File: src/rtl/rw_reg_bank_shadow.sv
// Shadowed control-register bank.
// Writes land in a shadow copy of each register; the active copy, which drives
// the analog/power logic, only follows the shadow copy on a commit strobe.
// Bank writes need mode permission and a two-key unlock sequence. The unlock
// relocks on its own after a run of cycles with no accepted bank write.
// Reads are registered, with one cycle of latency.
module rw_reg_bank_shadow #(
    parameter int                      DW           = 8,
    parameter int                      AW           = 8,
    parameter int                      REG_NUM      = 4,
    parameter logic [AW-1:0]           BASE_ADDR    = '0,
    parameter logic [AW-1:0]           LOCK_ADDR    = {AW{1'b1}},
    parameter logic [REG_NUM*DW-1:0]   DEFAULT_VAL  = '0,
    parameter logic [REG_NUM-1:0]      TEST_WR_MASK = '1,
    parameter logic [REG_NUM-1:0]      TEST_RD_MASK = '1,
    parameter logic [REG_NUM-1:0]      CFG_WR_MASK  = '1,
    parameter logic [REG_NUM-1:0]      CFG_RD_MASK  = '1,
    parameter logic [DW-1:0]           KEY0         = DW'(8'h5A),
    parameter logic [DW-1:0]           KEY1         = DW'(8'hA5),
    parameter int                      UNLOCK_TO    = 64
) (
    input  logic                  i_clk,
    input  logic                  i_rst_n,
    input  logic                  i_wen,
    input  logic                  i_ren,
    input  logic                  i_test_mode_status,
    input  logic                  i_cfg_mode_status,
    input  logic [AW-1:0]         i_addr,
    input  logic [DW-1:0]         i_wdata,
    input  logic                  i_commit,
    output logic [DW-1:0]         o_rdata,
    output logic                  o_rvld,
    output logic                  o_wr_err,
    output logic                  o_unlocked,
    output logic [REG_NUM*DW-1:0] o_reg_odata
);

    localparam int IDX_W = (REG_NUM > 1) ? $clog2(REG_NUM) : 1;
    localparam int CNT_W = (UNLOCK_TO > 1) ? $clog2(UNLOCK_TO + 1) : 1;

    // Offset is computed one bit wider than the address so that an address
    // below BASE_ADDR wraps to a huge value and can never look like a hit.
    localparam logic [AW:0]      REG_SPAN = (AW + 1)'(REG_NUM);
    localparam logic [CNT_W-1:0] CNT_LOAD = CNT_W'(UNLOCK_TO);
    localparam logic [CNT_W-1:0] CNT_ONE  = CNT_W'(1);

    typedef enum logic [1:0] {
        LOCKED   = 2'd0,
        KEY_WAIT = 2'd1,
        UNLOCKED = 2'd2
    } lock_state_t;

    lock_state_t state;
    lock_state_t state_next;

    logic [CNT_W-1:0] idle_cnt;
    logic [CNT_W-1:0] idle_cnt_next;

    logic [DW-1:0] shadow [REG_NUM];
    logic [DW-1:0] active [REG_NUM];

    logic [AW:0]      offset;
    logic [IDX_W-1:0] idx;
    logic             bank_hit;
    logic             lock_hit;
    logic             mode_any;
    logic             wr_perm;
    logic             rd_perm;
    logic             bank_wr;
    logic             bank_wr_ok;
    logic             bank_wr_bad;
    logic             lock_wr;
    logic             rd_bank;
    logic             rd_lock;
    logic             timeout;

    // Address decode and access qualification shared by all the processes below.
    always_comb begin
        offset      = {1'b0, i_addr} - {1'b0, BASE_ADDR};
        bank_hit    = (offset < REG_SPAN);
        idx         = offset[IDX_W-1:0];
        lock_hit    = (i_addr == LOCK_ADDR);
        mode_any    = i_test_mode_status | i_cfg_mode_status;

        wr_perm     = (i_test_mode_status & TEST_WR_MASK[idx])
                    | (i_cfg_mode_status  & CFG_WR_MASK[idx]);
        rd_perm     = (i_test_mode_status & TEST_RD_MASK[idx])
                    | (i_cfg_mode_status  & CFG_RD_MASK[idx]);

        bank_wr     = i_wen & bank_hit;
        bank_wr_ok  = bank_wr & wr_perm & (state == UNLOCKED);
        bank_wr_bad = bank_wr & ~bank_wr_ok;
        lock_wr     = i_wen & lock_hit & mode_any;

        rd_bank     = i_ren & bank_hit & rd_perm;
        rd_lock     = i_ren & lock_hit & mode_any;

        timeout     = (UNLOCK_TO != 0) && (state == UNLOCKED)
                   && (idle_cnt == CNT_ONE) && !bank_wr_ok;
    end

    // Lock state register.
    always_ff @(posedge i_clk or negedge i_rst_n) begin
        if (!i_rst_n) begin
            state <= LOCKED;
        end else begin
            state <= state_next;
        end
    end

    // Lock sequencing: KEY0 then KEY1 unlocks; anything out of order relocks.
    always_comb begin
        state_next = state;
        case (state)
            LOCKED: begin
                if (lock_wr && (i_wdata == KEY0)) begin
                    state_next = KEY_WAIT;
                end
            end
            KEY_WAIT: begin
                if (lock_wr) begin
                    state_next = (i_wdata == KEY1) ? UNLOCKED : LOCKED;
                end else if (bank_wr) begin
                    state_next = LOCKED;
                end
            end
            UNLOCKED: begin
                if (lock_wr || timeout) begin
                    state_next = LOCKED;
                end
            end
            default: state_next = LOCKED;
        endcase
    end

    // Lock status output, decoded from the state flop only.
    always_comb begin
        o_unlocked = (state == UNLOCKED);
    end

    // Inactivity counter: loaded on entry to UNLOCKED and on each accepted write.
    always_comb begin
        idle_cnt_next = idle_cnt;
        if ((UNLOCK_TO == 0) || (state_next != UNLOCKED)) begin
            idle_cnt_next = '0;
        end else if ((state != UNLOCKED) || bank_wr_ok) begin
            idle_cnt_next = CNT_LOAD;
        end else begin
            idle_cnt_next = idle_cnt - CNT_ONE;
        end
    end

    // Inactivity counter register.
    always_ff @(posedge i_clk or negedge i_rst_n) begin
        if (!i_rst_n) begin
            idle_cnt <= '0;
        end else begin
            idle_cnt <= idle_cnt_next;
        end
    end

    // Shadow stage: takes accepted bank writes.
    always_ff @(posedge i_clk or negedge i_rst_n) begin
        if (!i_rst_n) begin
            for (int k = 0; k < REG_NUM; k++) begin
                shadow[k] <= DEFAULT_VAL[k*DW +: DW];
            end
        end else if (bank_wr_ok) begin
            shadow[idx] <= i_wdata;
        end
    end

    // Active stage: copies the pre-write shadow contents on commit.
    always_ff @(posedge i_clk or negedge i_rst_n) begin
        if (!i_rst_n) begin
            for (int k = 0; k < REG_NUM; k++) begin
                active[k] <= DEFAULT_VAL[k*DW +: DW];
            end
        end else if (i_commit) begin
            for (int k = 0; k < REG_NUM; k++) begin
                active[k] <= shadow[k];
            end
        end
    end

    // Flatten the active stage onto the output bus.
    always_comb begin
        o_reg_odata = '0;
        for (int k = 0; k < REG_NUM; k++) begin
            o_reg_odata[k*DW +: DW] = active[k];
        end
    end

    // Registered read port; a read in the same cycle as a write sees the old value.
    always_ff @(posedge i_clk or negedge i_rst_n) begin
        if (!i_rst_n) begin
            o_rvld  <= 1'b0;
            o_rdata <= '0;
        end else begin
            o_rvld <= rd_bank | rd_lock;
            if (rd_bank) begin
                o_rdata <= shadow[idx];
            end else if (rd_lock) begin
                o_rdata <= DW'(state);
            end else begin
                o_rdata <= '0;
            end
        end
    end

    // One-cycle error pulse for a bank write that was turned away.
    always_ff @(posedge i_clk or negedge i_rst_n) begin
        if (!i_rst_n) begin
            o_wr_err <= 1'b0;
        end else begin
            o_wr_err <= bank_wr_bad;
        end
    end

endmodule

File: config.mk
export PLATFORM = sky130hd
export DESIGN_NAME = rw_reg_bank_shadow
export DESIGN_NICKNAME = d
export VERILOG_FILES = /design/src/rtl/rw_reg_bank_shadow.sv
export SDC_FILE = /design/constraint.sdc
export NUM_CORES = 1
export LEC_CHECK = 0
export ABC_AREA = 0
export CAP_MARGIN = 5
export CORE_MARGIN = 2
export CORE_UTILIZATION = 52
export CTS_CLUSTER_DIAMETER = 60
export CTS_CLUSTER_SIZE = 14
export DETAILED_ROUTE_END_ITERATION = 8
export PLACE_DENSITY = 0.77
export SYNTH_ARGS = -nofsm -noshare
export SYNTH_HDL_FRONTEND = slang
export SYNTH_SLANG_ARGS = --single-unit
File: constraint.sdc
create_clock -name i_clk -period 2.05 [get_ports i_clk]
set_clock_uncertainty 0.1 [all_clocks]
set_input_delay 0.205 -clock i_clk [delete_from_list [all_inputs] [get_ports i_clk]]
set_output_delay 0.205 -clock i_clk [all_outputs]
set_load 0.03 [all_outputs]
* Yosys cells after proc, flatten, opt, wreduce, memory -nomap -nowiden
Index checks and enable logic that the tools add are counted.
W data, S select, Z words.
** Cells by class
- Bitwise gates (word level) :: 17
- Reduce and logical (&&, ||, !) cells :: 8
- Muxes and demuxes :: 18
- Eq/ne operators :: 8
- Add/sub/neg operators :: 1
- $lt $le $gt $ge :: 4
** Operators by type and width (count)
- $bwmux W32 :: 1
- $mux W8 :: 4
- $bmux W8 S2 :: 1
- $demux W8 S2 :: 1
- $eq A8 B8 Y1 const B :: 2
- $mux W7 :: 2
- $and A1 B1 Y1 :: 12
- $mux W2 :: 6
- $eq A8 B7 Y1 const B :: 1
- $lt A8 B3 Y1 const B :: 1
- $eq A7 B1 Y1 const B :: 1
- $sub A7 B1 Y7 const B :: 1
- $pmux W2 S3 :: 1
- $logic_and A1 B1 Y1 :: 4
- $ne A2 B2 Y1 const B :: 2
- $ge A3 B3 Y1 const B :: 1
- $lt A2 B3 Y1 const B :: 1
- $lt A3 B1 Y1 const B :: 1
- $not A2 Y3 :: 1
- $or A1 B1 Y1 :: 3
- $bmux W1 S2 :: 1
- $eq A2 B1 Y1 const B :: 1
- $eq A2 B2 Y1 const B :: 1
- $logic_not A2 Y1 :: 1
- other kinds (4) :: 5
** Word-level totals
- Word-level logic and storage cells :: 69
- Register bits :: 83
- Output and inout bits :: 43
- Input bits :: 23

* Depth between registers and ports, before layout
Gate-level depths: netlist of run 1.
- Depth in word-level cells :: 13
- Gate-level depth with buffers :: 5
- Gate-level depth less buffers :: 5

* Worst setup path after synthesis of run 1
No wires, ideal clock.
- Kind :: flip-flop to flip-flop
- From :: register state[0]
- To :: register shadow[16] in the netlist's numbering
- Required time :: 1.825 ns
- Slack :: -0.016 ns
- Arrival :: 1.841 ns
- Period minus slack after synthesis :: 2.066 ns
- Library setup time :: 0.125 ns
- Stages on the path, launching flop included :: 5
- Path buffers :: 0
- Path through :: dfrtp_1 and2b_1 o21ai_2 nor4b_4 mux2_2
** On the way
- Word-level cells in the longest chain between the ends :: 2
** RTL lines
- from (decl) :: line 53 : lock_state_t state;
- from (signal assigned) :: line 107 : state <= state_next;
- $eq A2 B2 Y1
- named net o_unlocked :: line 34 : output logic o_unlocked,
- $and A1 B1 Y1 :: line 91 : bank_wr_ok = bank_wr & wr_perm & (state == UNLOCKED);
- to (signal, indexed assignment) :: line 166 : shadow[k] <= DEFAULT_VAL[k*DW +: DW];
- to (signal, indexed assignment) :: line 169 : shadow[idx] <= i_wdata;
- to (decl) :: line 59 : logic [DW-1:0] shadow [REG_NUM];
The timed path passes the listed nets, and every way through them passes these cells.
A chain may end at the register's enable or synchronous reset.

* Worst setup path after layout of run 1
- From :: register state[0]
- To :: register shadow[20] in the netlist's numbering
** On the way
- Word-level cells in the longest chain between the ends :: 2
** RTL lines (line)
- $eq A2 B2 Y1 :: 91
- $and A1 B1 Y1 :: 91
No other way between the ends.

==> impl_metrics.py, run 1 <==
metrics = {
    "timing": {
        "finalWorstSetupSlack_ns": 0.0605,
        "final.setup.tns_ns": 0,
        "tightest_slew_ns": 0.567,
        "fmax_ghz": 0.503,
        "period_needed_ns": 1.99,
        "hold_viol_final": 0,
        "relSlewSlack": 0.622,
        "fin_hold_ws_ns": 0.244,
        "maxSlewViolCount": 0,
        "finalSetupViolCount": 0,
        "rsz0062_at_grt": "false",
        "period_share": 0.970,
    },
    "power": {
        "vdd_drop_max_mv": 0.586,
        "leakage_nw": 2.22,
        "power.density_nw_per_um2": 661,
        "power.total_mw": 3.10,
    },
    "die": {
        "row_count": 30,
        "core-area_um2": 6680,
        "io_pins": 66,
        "die_h_um": 86.4,
        "die_w_um": 86.4,
        "initial_utilization": 0.529,
        "die-area_um2": 7470,
    },
    "yosys": {
        "synth_warnings": 0,
        "yosys.area_share.simple": 0.104,
        "syn-num-nets": 259,
        "yosysSeqAreaShare": 0.588,
        "synth_edf_count": 0,
        "syn_inst": 234,
        "synth.avg_cell_area_um2": 15.1,
        "synth_top_family_by_area": "multiplexers",
        "synth_seq_cells": 83,
        "synth_fa_ha_area_frac": 0.00708,
        "yosysMostFrequentCell": "dfrtp_1",
        "syn-cell-area_um2": 3530,
        "synthMuxAreaShare": 0.255,
        "synth_top_cell_by_area": "dfrtp_1",
        "ys_top_cells_by_count": "dfrtp_1, mux2_2, mux4_2, nor2b_1, nor2_1",
        "ys_types": 41,
        "synthFlopType": "dfrtp_1",
        "synth_xor_area_frac": 0.00743,
        "synth_top_area_frac": 0.588,
        "async_reset_ff_frac": 1.00,
        "synthTopCellsByArea": "dfrtp_1, mux2_2, mux4_2",
        "synth_compound_area_frac": 0.0262,
    },
    "global_route": {
        "antenna_found_initial": 0,
        "grt_pass1_vias": 2328,
        "grt_pass1_wl_mm": 11.8,
        "grt_start_max_net_pins": 51,
        "grt.total_usage": 0.208,
        "grt_overflow_total": 0,
    },
    "setup_path": {
        "r2r-start": "state[0]$_DFF_PN0_",
        "crit_required_ns": 2.19,
        "cp.arrival_ns": 2.13,
        "cp_top_family": "simple AND/OR/NAND/NOR gates",
        "cp-end-kind": "register",
        "worstSetupStartpointType": "register",
        "crit_start": "state[0]$_DFF_PN0_",
        "crit_fanout": 5,
        "crit_buf_inv": 1,
        "max_stage_delay_ns": 0.42,
        "crit_path_top_delay_cell": "dfrtp_1",
        "cp_cell_sequence": "and2b_2 -> o21ai_2 -> nor4b_4 -> buf_4 -> mux2_2",
        "path_depth": 5,
        "worstRegToRegCells": 5,
        "critical_path_class": "register to register",
    },
    "cts": {
        "cts_tree": "yes",
        "cts_root_buffer": "clkbuf_8",
        "cts_inserted_buffers": 9,
        "clock_latency_ns": 0.35,
        "clk_pin_slew_ns": 0.08,
        "htree_levels": 3,
        "cts.path.max_buffers": 2,
        "cts_sinks": 83,
    },
    "route": {
        "first_pass_iters": 4,
        "drt_iter0_drc": 84,
        "postRouteWirelength_mm": 7.16,
        "ant_nets": 0,
        "remaining_drc_errors": 0,
        "vias": 2284,
        "avgViaCountPerCell": 5.56,
        "wl_per_cell_um": 17.4,
    },
    "placement": {
        "place_hpwl_mm": 5.01,
        "dp.cells": 394,
        "dpl_cell_area_um2": 4460,
        "gp_congestion": 0.899,
        "place_ws_ns": -0.205,
        "port_buffers": 65,
    },
    "finish": {
        "design_area_um2": 4680,
        "instances_no_fill": 411,
        "drive_gt1_frac": 0.363,
        "area_growth_pct": 32.5,
        "fin_util": 0.701,
        "nets": 351,
        "fill_cells": 469,
        "antennaDiodeCount": 0,
    },
    "worst_hold_path": {
        "hold_path_class": "input pin to asynchronous set/reset pin",
    },
    "flow_run": {
        "maxCapViolCount": 0,
    },
    "outcome": {
        "status": "completed",
    },
}
cell type report:
class                   count  area, um2  area share
flip-flops and latches     83       2080       0.443
well taps                  80        100      0.0214
clock inverters             4       73.8      0.0158
inverters                   4       16.3     0.00347
clock buffers              12        145      0.0310
multi-input cells         140       1410       0.302
repair buffers             88        860       0.183
where the power goes:
part / internal [mW] / total (mW) / switching (mW) / leakage [nW]
sequential: 1.64 / 1.64 / 0.0000765 / 1.16
clock: 0.721 / 1.29 / 0.566 / 0.111
combinational: 0.0795 / 0.173 / 0.0936 / 0.952
total: 2.44 / 3.10 / 0.660 / 2.22
repair_timing:
action                     4_1_cts  5_1_grt
hold buffers                     1        0
resized for setup                1        0
hold endpoints to repair        33        0
setup endpoints to repair        1        0
buffers inserted                 0        0
kinds of logic (layout without fill, tap and decap cells):
kind of cell | after synthesis | in the layout
AO/OA/AOI/OAI | 14 | 14
multiplexers | 72 | 72
adder cells (fa/ha/maj) | 2 | 2
flip-flops | 83 | 83
XOR/XNOR | 3 | 3
AND/OR/NAND/NOR | 49 | 49
buffers and inverters | 11 | 108
registers in the layout (all words and copies together) (netlist names):
name and cells:
idle_cnt 7, o_rdata 8, o_reg_odata 32, o_rvld 1
o_wr_err 1, shadow 32, state 2
layout by cell type, fill, tap and decap left out, types with 4 or more instances in the layout:
cell and instances:
clkdlybuf4s50_1 63, mux4_2 8, dfrtp_1 83, mux2_2 64
clkbuf_8 10, nor3_1 5, nor2_1 6, nor2b_1 8
buf_4 20, nand2_1 4
routing by layer:
layer,track usage,part of all wire
met4,0.0511,0.0077
met3,0.0590,0.042
met1,0.300,0.47
met2,0.317,0.48
met5,0,0
worst paths after layout:
| kind | slack (ns) | to |
|---|---|---|
| min in group i_clk | 0.40 | o_rvld$_DFF_PN0_ |
| max reg2reg | 0.06 | shadow[20]$_DFFE_PN0P_ |
| max in group asynchronous | 1.00 | shadow[12]$_DFFE_PN0P_ |
| min | 0.24 | o_reg_odata[18]$_DFFE_PN0P_ |
| max | 0.06 | shadow[20]$_DFFE_PN0P_ |
| min reg2reg | 0.41 | state[0]$_DFF_PN0_ |
(Power assumes the default switching activity.)
==> run 2, diff against run 1 <==
Settings changed: CELL_PAD_IN_SITES_DETAIL_PLACEMENT set to 0, CELL_PAD_IN_SITES_GLOBAL_PLACEMENT set to 1, CORE_UTILIZATION 52 to 43.
==> run 2 against run 1 <==
Effect of this change: design area up 1.1%; combinational power about the same; non-clock buffer count up 2; final cell count up 6.6%; hold slack better by 0.075 ns; utilization down 12 points; clock-buffer cell count down 3; fmax up 0.76%; register-to-register slack better by 0.12 ns; clock power about the same; via count down 0.48%; largest power group unchanged.
==> impl_metrics.py, run 2 (synthesized netlist as in run 1, its figures left out) <==
metrics = {
    "timing": {
        "relSlewSlack": 0.657,
        "final.setup.tns_ns": 0,
        "tightest_slew_ns": 0.510,
        "period_needed_ns": 1.97,
        "rsz0062_at_grt": "false",
        "period_share": 0.963,
        "hold_viol_final": 0,
        "finalSetupViolCount": 0,
        "fmax_ghz": 0.506,
        "maxSlewViolCount": 0,
    },
    "cts": {
        "clock_latency_ns": 0.34,
        "cts_root_buffer": "clkbuf_8",
        "cts_inserted_buffers": 9,
        "cts_tree": "yes",
        "cts.path.max_buffers": 2,
        "cts_sinks": 83,
        "htree_levels": 3,
        "clk_pin_slew_ns": 0.09,
        "cts_resized": 0,
    },
    "die": {
        "core-area_um2": 8090,
        "die-area_um2": 8960,
        "initial_utilization": 0.437,
        "row_count": 33,
        "die_h_um": 94.7,
        "io_pins": 66,
        "die_w_um": 94.7,
    },
    "route": {
        "first_pass_iters": 4,
        "ant_nets": 0,
        "remaining_drc_errors": 0,
        "postRouteWirelength_mm": 7.37,
        "avgViaCountPerCell": 5.19,
        "drt_iter0_drc": 80,
        "vias": 2273,
        "wl_per_cell_um": 16.8,
    },
    "finish": {
        "instances_no_fill": 438,
        "multiInputGateArea_um2": 1410,
        "area_growth_pct": 34.0,
        "nets": 353,
        "drive_gt1_frac": 0.372,
        "antennaDiodeCount": 0,
        "final_cell_mix": "dfrtp_1, mux2_2, clkdlybuf4s50_1",
        "seqCellArea_um2": 2080,
        "final_common_cell": "dfrtp_1",
        "fill_cells": 690,
    },
    "global_route": {
        "grt_start_max_net_pins": 84,
        "grt_overflow_total": 0,
        "grt_pass1_vias": 2399,
        "grt_pass1_wl_mm": 12.1,
        "use_met3": 0.0311,
        "use_met2": 0.281,
        "grt.total_usage": 0.179,
        "top_usage_layer": "met2",
        "met1_usage": 0.251,
        "antenna_found_initial": 0,
    },
    "outcome": {
        "status": "completed",
    },
    "setup_path": {
        "critical_path_class": "register to output pin",
        "worstSetupStartpointType": "register",
        "cp.arrival_ns": 1.67,
        "crit_fanout": 4,
        "crit_required_ns": 1.75,
        "worstRegToRegCells": 5,
        "r2r-start": "state[0]$_DFF_PN0_",
        "reg2reg_slack_ns": 0.18,
        "rr_endpoint": "shadow[17]$_DFFE_PN0P_",
        "cp-end-kind": "output pin",
    },
    "worst_hold_path": {
        "hold_path_class": "input pin to asynchronous set/reset pin",
    },
    "power": {
        "clkPwrFrac": 0.420,
        "comb_power_share": 0.056,
        "power.density_nw_per_um2": 659,
        "switching_share": 0.228,
        "p_sw_uw": 711,
        "leakage_nw": 2.22,
        "pwr-share-seq": 0.524,
        "vdd_drop_max_mv": 0.408,
        "p_int_mw": 2.41,
    },
    "flow_run": {
        "maxCapViolCount": 0,
    },
    "placement": {
        "dp.cells": 421,
        "port_buffers": 65,
        "place_hpwl_mm": 5.13,
        "gp_congestion": 0.794,
    },
}
==> run 2: cell types whose count changed in the layout (fill, tap and decap cells not counted) <==
cell and change:
buf_4 +2, clkbuf_1 -2, clkbuf_8 -1, clkdlybuf4s50_1 +1, clkinvlp_4 +2, dlygate4sd2_1 -1
inv_8 +1
==> run 2: worst max path at each step <==
| stage | start | end | slack (ns) | cells past startpoint |
|---|---|---|---|---|
| after detailed placement | i_addr[6] | shadow[21]$_DFFE_PN0P_ | -0.19 | 6 |
| final | state[0]$_DFF_PN0_ | o_unlocked | 0.08 | 2 |
| after global placement | i_addr[6] | o_rdata[5]$_DFF_PN0_ | -0.16 | 5 |
| after CTS | state[0]$_DFF_PN0_ | o_unlocked | 0.05 | 2 |
| after global routing | state[0]$_DFF_PN0_ | o_unlocked | 0.001 | 2 |
| after floorplan | state[0]$_DFF_PN0_ | shadow[16]$_DFFE_PN0P_ | 0.05 | 4 |
==> run 2: area by class of cell <==
class | count | area share
sequential | 83 | 0.438
clock buffer | 9 | 0.0261
inverter | 4 | 0.00343
timing repair buffer | 90 | 0.185
tap | 105 | 0.0277
clock inverter | 7 | 0.0211
multi-input combinational | 140 | 0.298
==> run 2: layer usage <==
metal | part of all wire | up-vias
met5 | 0 | -
met4 | 0.010 | 0
met3 | 0.043 | 8
met2 | 0.47 | 55
met1 | 0.48 | 1164
li1 | - | 1046
==> run 2: power by group through the flow <==
stage	Combinational [mW]	Sequential, mW	Clock [mW]
6_report	0.176	1.64	1.31
5_1_grt	0.193	1.64	1.40
4_1_cts	0.179	1.64	1.33
3_5_place_dp	0.177	1.67	0
3_3_place_gp	0.176	1.67	0
2_1_floorplan	0.0494	1.67	0
==> run 2: what timing repair did <==
item                                    in CTS  in global routing
hold endpoints to repair                    83                  0
buffers inserted                             0                  0
endpoints found under the setup margin       0                  0
hold buffers                                 1                  0
==> run 2: metrics by stage <==
stage / setup WS (ns) / power, mW / utilization / instance area, um2 / hold WS [ns]
3_5_place_dp: -0.194 / 1.85 / 0.556 / 4500 / 0.172
5_1_grt: 0.00124 / 3.23 / 0.585 / 4740 / 0.373
4_1_cts: 0.0524 / 3.15 / 0.585 / 4740 / 0.333
2_1_floorplan: 0.0476 / 1.72 / - / 3540 / -0.191
3_3_place_gp: -0.156 / 1.84 / 0.556 / 4500 / 0.172
6_report: 0.0756 / 3.12 / 0.585 / 4740 / 0.319
==> run 2: worst max-delay path: stages, from the launching register on <==
cell and delay (ns):
dfrtp_1 0.39, and2b_2 0.26, clkdlybuf4s50_1 0.68
